--- src/rtl/alu_pkg.sv ---
// ---------------------------------------------------------------------------
// alu_pkg
// Shared definitions for the alu and its arbiter front-end: operator codes,
// the arbiter FSM state encoding and an illegal-operator decode helper.
// ---------------------------------------------------------------------------
package alu_pkg;

   localparam logic [3:0] OP_AND  = 4'b0000;
   localparam logic [3:0] OP_OR   = 4'b0001;
   localparam logic [3:0] OP_ADD  = 4'b0010;
   localparam logic [3:0] OP_XOR  = 4'b0011;
   localparam logic [3:0] OP_NOR  = 4'b0100;
   localparam logic [3:0] OP_SUB  = 4'b0110;
   localparam logic [3:0] OP_SLT  = 4'b0111;
   localparam logic [3:0] OP_SHL  = 4'b1000;
   localparam logic [3:0] OP_SHR  = 4'b1001;
   localparam logic [3:0] OP_SRA  = 4'b1010;
   localparam logic [3:0] OP_ADDS = 4'b1011;
   localparam logic [3:0] OP_SUBS = 4'b1100;
   localparam logic [3:0] OP_IDLE = 4'b1111;

   typedef enum logic [1:0] {
      StIdle = 2'b00,
      StLoad = 2'b01,
      StExec = 2'b10,
      StResp = 2'b11
   } arb_state_e;

   // Codes the alu does not implement (1111 is the neutral idle code).
   function automatic logic op_is_illegal(input logic [3:0] op);
      return (op == 4'b0101) || (op == 4'b1101) || (op == 4'b1110) || (op == 4'b1111);
   endfunction

endpackage

--- src/rtl/alu_rr_grant.sv ---
// ---------------------------------------------------------------------------
// alu_rr_grant
// Two-way round-robin grant: the requester named by i_pri wins when valid,
// otherwise the other requester wins when valid. Purely combinational.
// Ports:
//   i_valid[1:0]  request valid per requester
//   i_pri         preferred requester index
//   o_grant[1:0]  one-hot grant (all zero when nobody is valid)
// ---------------------------------------------------------------------------
module alu_rr_grant (
   input  logic [1:0] i_valid,
   input  logic       i_pri,
   output logic [1:0] o_grant
);

   always_comb begin
      o_grant = 2'b00;
      if (i_valid[i_pri]) begin
         o_grant[i_pri] = 1'b1;
      end else if (i_valid[~i_pri]) begin
         o_grant[~i_pri] = 1'b1;
      end
   end

endmodule

--- src/rtl/alu_arbiter.sv ---
// ---------------------------------------------------------------------------
// alu_arbiter
// Shares one combinational alu between requester 0 (execute stage) and
// requester 1 (branch/compare unit). One operation at a time, round-robin
// priority. Operands are presented one cycle before the operator, and the
// operator returns to IDLE_OP between operations so the alu always sees an
// operator change. The result is captured and handed back with valid/ready.
// Ports:
//   clk, rst_n                      clock, async active-low reset
//   rN_req_valid/ready/op/a/b       request channel of requester N
//   rN_resp_valid/ready             response handshake of requester N
//   resp_ret/overflow/zero/illegal  captured response (shared)
//   alu_operator/operand0/operand1  to the alu
//   alu_ret/overflow/zero           from the alu
// ---------------------------------------------------------------------------
module alu_arbiter
   import alu_pkg::*;
#(
   parameter int unsigned    WIDTH   = 32,
   parameter int unsigned    OPW     = 4,
   parameter logic [OPW-1:0] IDLE_OP = 4'b1111
) (
   input  logic             clk,
   input  logic             rst_n,

   input  logic             r0_req_valid,
   output logic             r0_req_ready,
   input  logic [OPW-1:0]   r0_req_op,
   input  logic [WIDTH-1:0] r0_req_a,
   input  logic [WIDTH-1:0] r0_req_b,
   output logic             r0_resp_valid,
   input  logic             r0_resp_ready,

   input  logic             r1_req_valid,
   output logic             r1_req_ready,
   input  logic [OPW-1:0]   r1_req_op,
   input  logic [WIDTH-1:0] r1_req_a,
   input  logic [WIDTH-1:0] r1_req_b,
   output logic             r1_resp_valid,
   input  logic             r1_resp_ready,

   output logic [WIDTH-1:0] resp_ret,
   output logic             resp_overflow,
   output logic             resp_zero,
   output logic             resp_illegal,

   output logic [OPW-1:0]   alu_operator,
   output logic [WIDTH-1:0] alu_operand0,
   output logic [WIDTH-1:0] alu_operand1,
   input  logic [WIDTH-1:0] alu_ret,
   input  logic             alu_overflow,
   input  logic             alu_zero
);

   arb_state_e       r_state;
   arb_state_e       w_state_next;

   logic [OPW-1:0]   r_op;
   logic [WIDTH-1:0] r_a;
   logic [WIDTH-1:0] r_b;
   logic             r_owner;
   logic             r_pri;

   logic [WIDTH-1:0] r_ret;
   logic             r_ovf;
   logic             r_zero;
   logic             r_ill;

   logic [1:0]       w_grant;
   logic             w_accept;
   logic             w_owner_resp_ready;
   logic             w_illegal;

   alu_rr_grant u_grant (
      .i_valid ({r1_req_valid, r0_req_valid}),
      .i_pri   (r_pri),
      .o_grant (w_grant)
   );

   // rst_n gating keeps req_ready low while reset is held, even though the
   // reset state is IDLE.
   assign w_accept           = (r_state == StIdle) && rst_n && (w_grant != 2'b00);
   assign w_owner_resp_ready = r_owner ? r1_resp_ready : r0_resp_ready;
   assign w_illegal          = op_is_illegal(r_op);

   // State register
   always_ff @(posedge clk or negedge rst_n) begin
      if (!rst_n) begin
         r_state <= StIdle;
      end else begin
         r_state <= w_state_next;
      end
   end

   // Next-state logic
   always_comb begin
      w_state_next = r_state;
      unique case (r_state)
         StIdle:  if (w_accept) w_state_next = StLoad;
         StLoad:  w_state_next = StExec;
         StExec:  w_state_next = StResp;
         StResp:  if (w_owner_resp_ready) w_state_next = StIdle;
         default: w_state_next = StIdle;
      endcase
   end

   // Outputs
   always_comb begin
      r0_req_ready  = 1'b0;
      r1_req_ready  = 1'b0;
      r0_resp_valid = 1'b0;
      r1_resp_valid = 1'b0;
      alu_operator  = IDLE_OP;
      unique case (r_state)
         StIdle: begin
            r0_req_ready = w_grant[0] & rst_n;
            r1_req_ready = w_grant[1] & rst_n;
         end
         StLoad: begin
            alu_operator = IDLE_OP;
         end
         StExec: begin
            // Illegal codes never reach the alu.
            if (!w_illegal) alu_operator = r_op;
         end
         StResp: begin
            r0_resp_valid = ~r_owner;
            r1_resp_valid = r_owner;
         end
         default: begin
            alu_operator = IDLE_OP;
         end
      endcase
   end

   // Operands come straight from the latch, so they are stable from LOAD on.
   assign alu_operand0 = r_a;
   assign alu_operand1 = r_b;

   // Request latch, response capture and round-robin pointer
   always_ff @(posedge clk or negedge rst_n) begin
      if (!rst_n) begin
         r_op    <= IDLE_OP;
         r_a     <= '0;
         r_b     <= '0;
         r_owner <= 1'b0;
         r_pri   <= 1'b0;
         r_ret   <= '0;
         r_ovf   <= 1'b0;
         r_zero  <= 1'b0;
         r_ill   <= 1'b0;
      end else begin
         if (w_accept) begin
            r_owner <= w_grant[1];
            r_op    <= w_grant[1] ? r1_req_op : r0_req_op;
            r_a     <= w_grant[1] ? r1_req_a  : r0_req_a;
            r_b     <= w_grant[1] ? r1_req_b  : r0_req_b;
         end
         if (r_state == StExec) begin
            if (w_illegal) begin
               r_ret  <= '0;
               r_ovf  <= 1'b0;
               r_zero <= 1'b0;
               r_ill  <= 1'b1;
            end else begin
               r_ret  <= alu_ret;
               r_ovf  <= alu_overflow;
               r_zero <= alu_zero;
               r_ill  <= 1'b0;
            end
         end
         if ((r_state == StResp) && w_owner_resp_ready) begin
            r_pri <= ~r_owner;
         end
      end
   end

   assign resp_ret      = r_ret;
   assign resp_overflow = r_ovf;
   assign resp_zero     = r_zero;
   assign resp_illegal  = r_ill;

endmodule

--- config.mk ---
export PLATFORM = sky130hd
export DESIGN_NAME = alu_arbiter
export DESIGN_NICKNAME = d
export VERILOG_FILES = /design/src/rtl/alu_pkg.sv /design/src/rtl/alu_rr_grant.sv /design/src/rtl/alu_arbiter.sv
export SDC_FILE = /design/constraint.sdc
export NUM_CORES = 1
export LEC_CHECK = 0
export ABC_AREA = 1
export CAP_MARGIN = 20
export CORE_MARGIN = 4
export CORE_UTILIZATION = 43
export CTS_BUF_LIST = sky130_fd_sc_hd__clkbuf_2
export DETAILED_ROUTE_END_ITERATION = 12
export PLACE_DENSITY = 0.95
export SETUP_SLACK_MARGIN = 0.15
export SLEW_MARGIN = 25
export SYNTH_ARGS = -nofsm -noshare
export SYNTH_HDL_FRONTEND = slang
export SYNTH_SLANG_ARGS = --single-unit
--- constraint.sdc ---
create_clock -name clk -period 2.7 [get_ports clk]
set_input_delay 0.675 -clock clk [delete_from_list [all_inputs] [get_ports clk]]
set_output_delay 0.675 -clock clk [all_outputs]
set_load 0.005 [all_outputs]
* Word level (Yosys, flattened, before mapping)
Index checks and enable logic that the tools add are counted.
Storage, ports and cells: flip-flop bits (word level) 107
Cells by class: $lt $le $gt $ge 4, eq/ne operators 9, muxes and demuxes 27, bitwise gates (word level) 4, reductions and logical operators 11
Operator list (count):
- 32-bit two-way mux | 3
- 1-bit two-way mux | 14
- 4-bit equality test (second input constant) | 3
- 4-bit two-way mux | 3
- 2-bit two-way mux | 4
- 2-bit one-hot mux with 4 select lines | 1
- 1-bit logical AND | 5
- 2-bit equality test (second input constant) | 2
- 4-bit by 3-bit equality test with 1-bit output (second input constant) | 1
- 1-bit by 2-bit less-than comparator with 1-bit output (second input constant) | 2
- 2-bit inequality test (second input constant) | 2
- 1-bit logical OR | 3
- 1-bit bitwise AND | 2
- 1-bit demux with 1-bit select | 2
- 2-bit by 1-bit equality test with 1-bit output (second input constant) | 1
- 1-bit greater-or-equal comparator (second input constant) | 2
- 2-bit zero test | 1
- 1-bit inverter | 2
- 2-bit AND reduction | 1
- 2-bit nonzero test | 1

* Longest topological paths before layout
Gate-level depths: netlist (run 1).
depth in word-level cells 11, mapped depth 10

* Modules after synthesis
A second synthesis (run 1) with hierarchy kept.
Second synthesis, totals: cell total of the unflattened synthesis 704, area total of the unflattened synthesis 5253.8 sq um
Modules (own cells, without submodules):
- alu_arbiter | times used 1, cells each 700, area each 5226.3 sq um, sequential area each 2682.6 sq um
- alu_rr_grant | times used 1, cells each 4, area each 27.5 sq um, sequential area each 0.0 sq um

* Least setup slack after synthesis (run 1)
Ideal clock, no wire load.
path kind input-to-output, from input r1_req_valid, to output r1_req_ready, data arrival time 1325 ps, required time 2025 ps, slack 700 ps, stages 6, buffers on the path 2, cell sequence inv_2 > o21ai_2 > buf_6 > clkbuf_1 > nand2_1 > inv_1
On the way: word-level cells in the longest chain between the ends 6
RTL lines:
- from (decl) | RTL line alu_arbiter.sv:34 | input logic r1_req_valid,
- 1-bit two-way mux (implied by the code) (2 in series) | RTL line alu_rr_grant.sv:20 | end else if (i_valid[~i_pri]) begin
- 2-bit two-way mux | RTL line alu_rr_grant.sv:20
- 2-bit two-way mux (*) | RTL line alu_rr_grant.sv:18 | if (i_valid[i_pri]) begin
- 1-bit bitwise AND (*) | RTL line alu_arbiter.sv:117 | r1_req_ready = w_grant[1] & rst_n;
- 1-bit two-way mux (*) | RTL line alu_arbiter.sv:114 | unique case (r_state)
- to (decl) | RTL line alu_arbiter.sv:35 | output logic r1_req_ready,
Every way passes the cells marked *; elsewhere a longest branch is shown, timed or not. The select of a mux whose other input is x is not followed.

* Worst setup path after layout (run 1)
from register r_state[1], to output alu_operator[2]
On the way: word-level cells in the longest chain between the ends 2
RTL lines:
- from (decl) | RTL line alu_arbiter.sv:55 | arb_state_e r_state;
- from (signal assigned) | RTL line alu_arbiter.sv:89 | r_state <= StIdle;
- from (signal assigned) | RTL line alu_arbiter.sv:91 | r_state <= w_state_next;
- 2-bit equality test | RTL line alu_arbiter.sv:114
- 4-bit two-way mux | RTL line alu_arbiter.sv:114
- to (decl) | RTL line alu_arbiter.sv:47 | output logic [OPW-1:0] alu_operator,
No other way between the ends.

==> key figures, run 1 <==
Timing
  • Final Skew: 0.0406 ns
  • Setup repair after global routing missed its margin: true
  • Minimum setup slack in the final design: 0.220 ns
  • Max-slew violations: 0
  • Final critical delay including setup and external delays: 2.48 ns
  • Achievable Freq: 0.403 GHz
  • Total setup violations reported at the end of the flow: 0
  • Crit share post-route: 91.9%
  • Final number of hold-violating endpoints: 0
  • Worst rel slew slack: 53.2%
  • Tightest Pin Transition: 0.702 ns

Die
  • Die Ht: 117 um
  • Starting Density: 44.3%
  • Ports placed on the boundary: 283
  • Floorplan die width: 117 um
  • Core area: 11,600 um2
  • Die footprint: 13,700 um2
  • Num rows: 39

Worst setup path
  • Worst setup path class: reg2out
  • Worst setup startpoint: r_state[1]$_DFFE_PN0P_
  • CP Launch Type: register
  • Critical path buffer and inverter count: 3
  • Kind of cell with the highest combined delay on the critical path: flip-flops
  • Required time reported for the critical path endpoint: 2.03 ns
  • Register-to-Register Setup Slack: 0.84 ns
  • Stage delay of the slowest cell on the critical path: 0.45 ns
  • Worst reg2reg path endpoint: alu_operand0[12]$_DFFE_PN0P_
  • Top fanout value on the critical path: 4
  • Arr. time, crit path: 1.81 ns
  • Critical Path End Type: output port
  • Worst R2R Path Depth: 11
  • Cell breakdown of the critical path: buf_6 > ha_2 > clkinv_1 > or2_2 > clkbuf_2
  • Worst reg2reg startpoint: r_state[1]$_DFFE_PN0P_
  • Critical-path top delay cell: dfrtp_1
  • End point of the critical path: alu_operator[2]
  • WP depth: 5

Global route
  • Pin count of the biggest net entering global routing: 130
  • GR Overflow Total: 0
  • Initial antenna violation count: 0
  • Via count of the first global-routing pass: 5,098
  • First-pass GRT wire length: 24,400 um
  • GRT Total Usage: 22.8%

Drt
  • First-pass iteration count of the detailed router: 4
  • Via-per-instance ratio: 4.70
  • Remaining routing DRC violations: 0
  • Number of routed nets with antenna violations: 0
  • Routed wire per std cell: 14.4 um
  • Final wirelength: 16,200 um
  • Number of design-rule violations left by the first detailed-router iteration: 433
  • DR vias: 5,291

Status
  • Result of the run: finished clean

Clock tree
  • Hold Buf Count CTS: 0
  • Worst-skew pair later-pin latency: 0.59 ns
  • Cell at the root of the clock tree: clkbuf_2
  • CTS tree: built
  • Clock sink count: 107
  • Clock transition at the registers of the reported paths: 0.35 ns
  • Number of buffers inserted during clock tree synthesis: 9
  • Longest Clk Path Bufs: 2
  • H-Tree Level Count: 3

Place
  • Detail Placement HPWL: 12,500 um
  • Worst slack at placement: -0.0146 ns
  • Number of cells in the design after placement: 1,105
  • Cell area after placement: 8040 um2
  • Routability congestion estimate: 0.827
  • Count of port buffers added during placement: 282

Synth
  • Synth Instances: 706
  • Flop and latch count out of synthesis: 107
  • Warnings, synthesis: 0
  • Share of synthesized area occupied by flip-flops and latches: 52.3%
  • Syn_nets: 885
  • Cell variety after synth: 18
  • Synth Area per Inst: 7.26 um2
  • Mapped Area: 5130 um2

Layout
  • Multi-input logic area: 1980 um2
  • Signed area change from the synthesized netlist to the final layout: 59.8%
  • Net count, final: 1,156
  • Final non-filler cell total: 1,125
  • Antenna diodes: 0
  • Final standard cell utilization of the core: 70.8%
  • Commonest cells after routing, fill and taps aside: nand2_1, clkdlybuf4s50_1, dfrtp_1
  • Count of filler cells inserted in the layout: 876
  • Share of layout cells above drive strength 1: 5.91%
  • Cell area after layout: 8190 um2
  • Area taken by flip-flops and latches: 2680 um2
  • Commonest non-fill, non-tap cell in the layout: nand2_1

Power and ir drop
  • Post-layout power: 7.27 mW
  • Leakage: 4.20 nW
  • Power per standard cell area: 887 nW/um2
  • VDD IR max: 0.000462 V

Min path
  • Hold Path Class: in2async

Flow run
  • Number of max-cap violations: 0
-- registers in the layout, indices dropped and copies added (netlist names) --
signal,cells
alu_operand0,32
resp_ret,32
r_op,4
resp_zero,1
resp_illegal,1
alu_operand1,32
r_owner,1
r_pri,1
resp_overflow,1
r_state,2
-- kinds of logic (layout without fill, tap and decap cells) --
family | count (synthesis) | in the layout | synth area share (%)
compound gates | 72 | 72 | 7.10
buf+inv | 119 | 395 | 9.91
fa+ha+maj | 3 | 3 | 0.732
flops | 107 | 107 | 52.3
simple gates | 405 | 405 | 29.9
-- metrics by stage --
| step | setup TNS, ns | hold WS (ns) |
|---|---|---|
| 6_report | 0 | 0.181 |
| 5_1_grt | 0 | 0.137 |
| 4_1_cts | 0 | 0.138 |
| 3_5_place_dp | -0.0146 | 0.464 |
| 3_3_place_gp | 0 | 0.461 |
| 2_1_floorplan | 0 | 0.379 |
-- metal layers --
metal  routed length, um  part of all wire (%)  GRT usage [%]  up-vias
li1                    -                     -              -     2635
met1                5790                    36           24.5     2410
met2                8430                    52           41.2      212
met3                1510                   9.3           7.76       34
met4                 501                   3.1           8.87        0
met5                   0                     0              0        -
-- synth_stat cells (all sizes together) --
cell type	count	area [um2]
buf	18	129
clkbuf	18	67.6
clkinv	1	3.75
dfrtp	103	2580
dfstp	4	105
ha	3	37.5
inv	82	308
nand2	394	1480
nand3	5	25.0
nor2	4	15.0
o21ai	72	364
or2	2	12.5
-- cell type report --
type | instances | share of cell area (%)
clock buffer | 9 | 0.550
clock inverter | 7 | 0.794
inverter | 83 | 3.80
multi-input combinational | 480 | 24.2
sequential | 107 | 32.7
tap | 143 | 2.18
timing repair buffer | 296 | 35.7
-- where the power goes --
| group | total [mW] | switching (mW) | internal (mW) |
|---|---|---|---|
| combinational | 3.76 | 1.74 | 2.02 |
| clock | 0.737 | 0.587 | 0.150 |
| sequential | 2.77 | 0.425 | 2.35 |
| total | 7.27 | 2.75 | 4.52 |
-- worst reg2reg max path, cell delays in order, from the launching register on --
cell,delay [ns]
dfrtp_1,0.47
buf_4,0.15
inv_2,0.06
ha_4,0.16
nand2_4,0.06
inv_2,0.07
buf_4,0.11
nand2_2,0.10
inv_2,0.07
buf_4,0.37
nand2_1,0.13
nand2_1,0.08
-- worst min path at each step --
stage | startpoint | end | slack [ns] | cells past startpoint
final | rst_n | alu_operand0[6]$_DFFE_PN0P_ | 0.18 | 2
after global routing | rst_n | alu_operand0[10]$_DFFE_PN0P_ | 0.14 | 2
after CTS | rst_n | alu_operand0[6]$_DFFE_PN0P_ | 0.14 | 2
after detailed placement | alu_operand1[10]$_DFFE_PN0P_ | alu_operand1[10]$_DFFE_PN0P_ | 0.46 | 2
after global placement | resp_ret[12]$_DFFE_PN0P_ | resp_ret[12]$_DFFE_PN0P_ | 0.46 | 2
after floorplan | rst_n | alu_operand0[0]$_DFFE_PN0P_ | 0.38 | 0
-- timing repair --
item | in CTS | in global routing
endpoints found under the setup margin | 8 | 8
pin swaps | 0 | 1
setup buffers | 3 | 1
resized for setup | 16 | 19
Note: power is estimated with default switching activity, not from simulation.
==> run 2, diff against run 1 <==
--- a/config.mk
+++ b/config.mk
@@ -10,6 +10,7 @@
 export CORE_MARGIN = 4
 export CORE_UTILIZATION = 43
 export CTS_BUF_LIST = sky130_fd_sc_hd__clkbuf_2
+export CTS_CLUSTER_DIAMETER = 40
 export DETAILED_ROUTE_END_ITERATION = 12
 export PLACE_DENSITY = 0.95
 export SETUP_SLACK_MARGIN = 0.15
==> results of run 2 <==
Same layout as run 1: the final DEF is identical, and so are final timing and power.
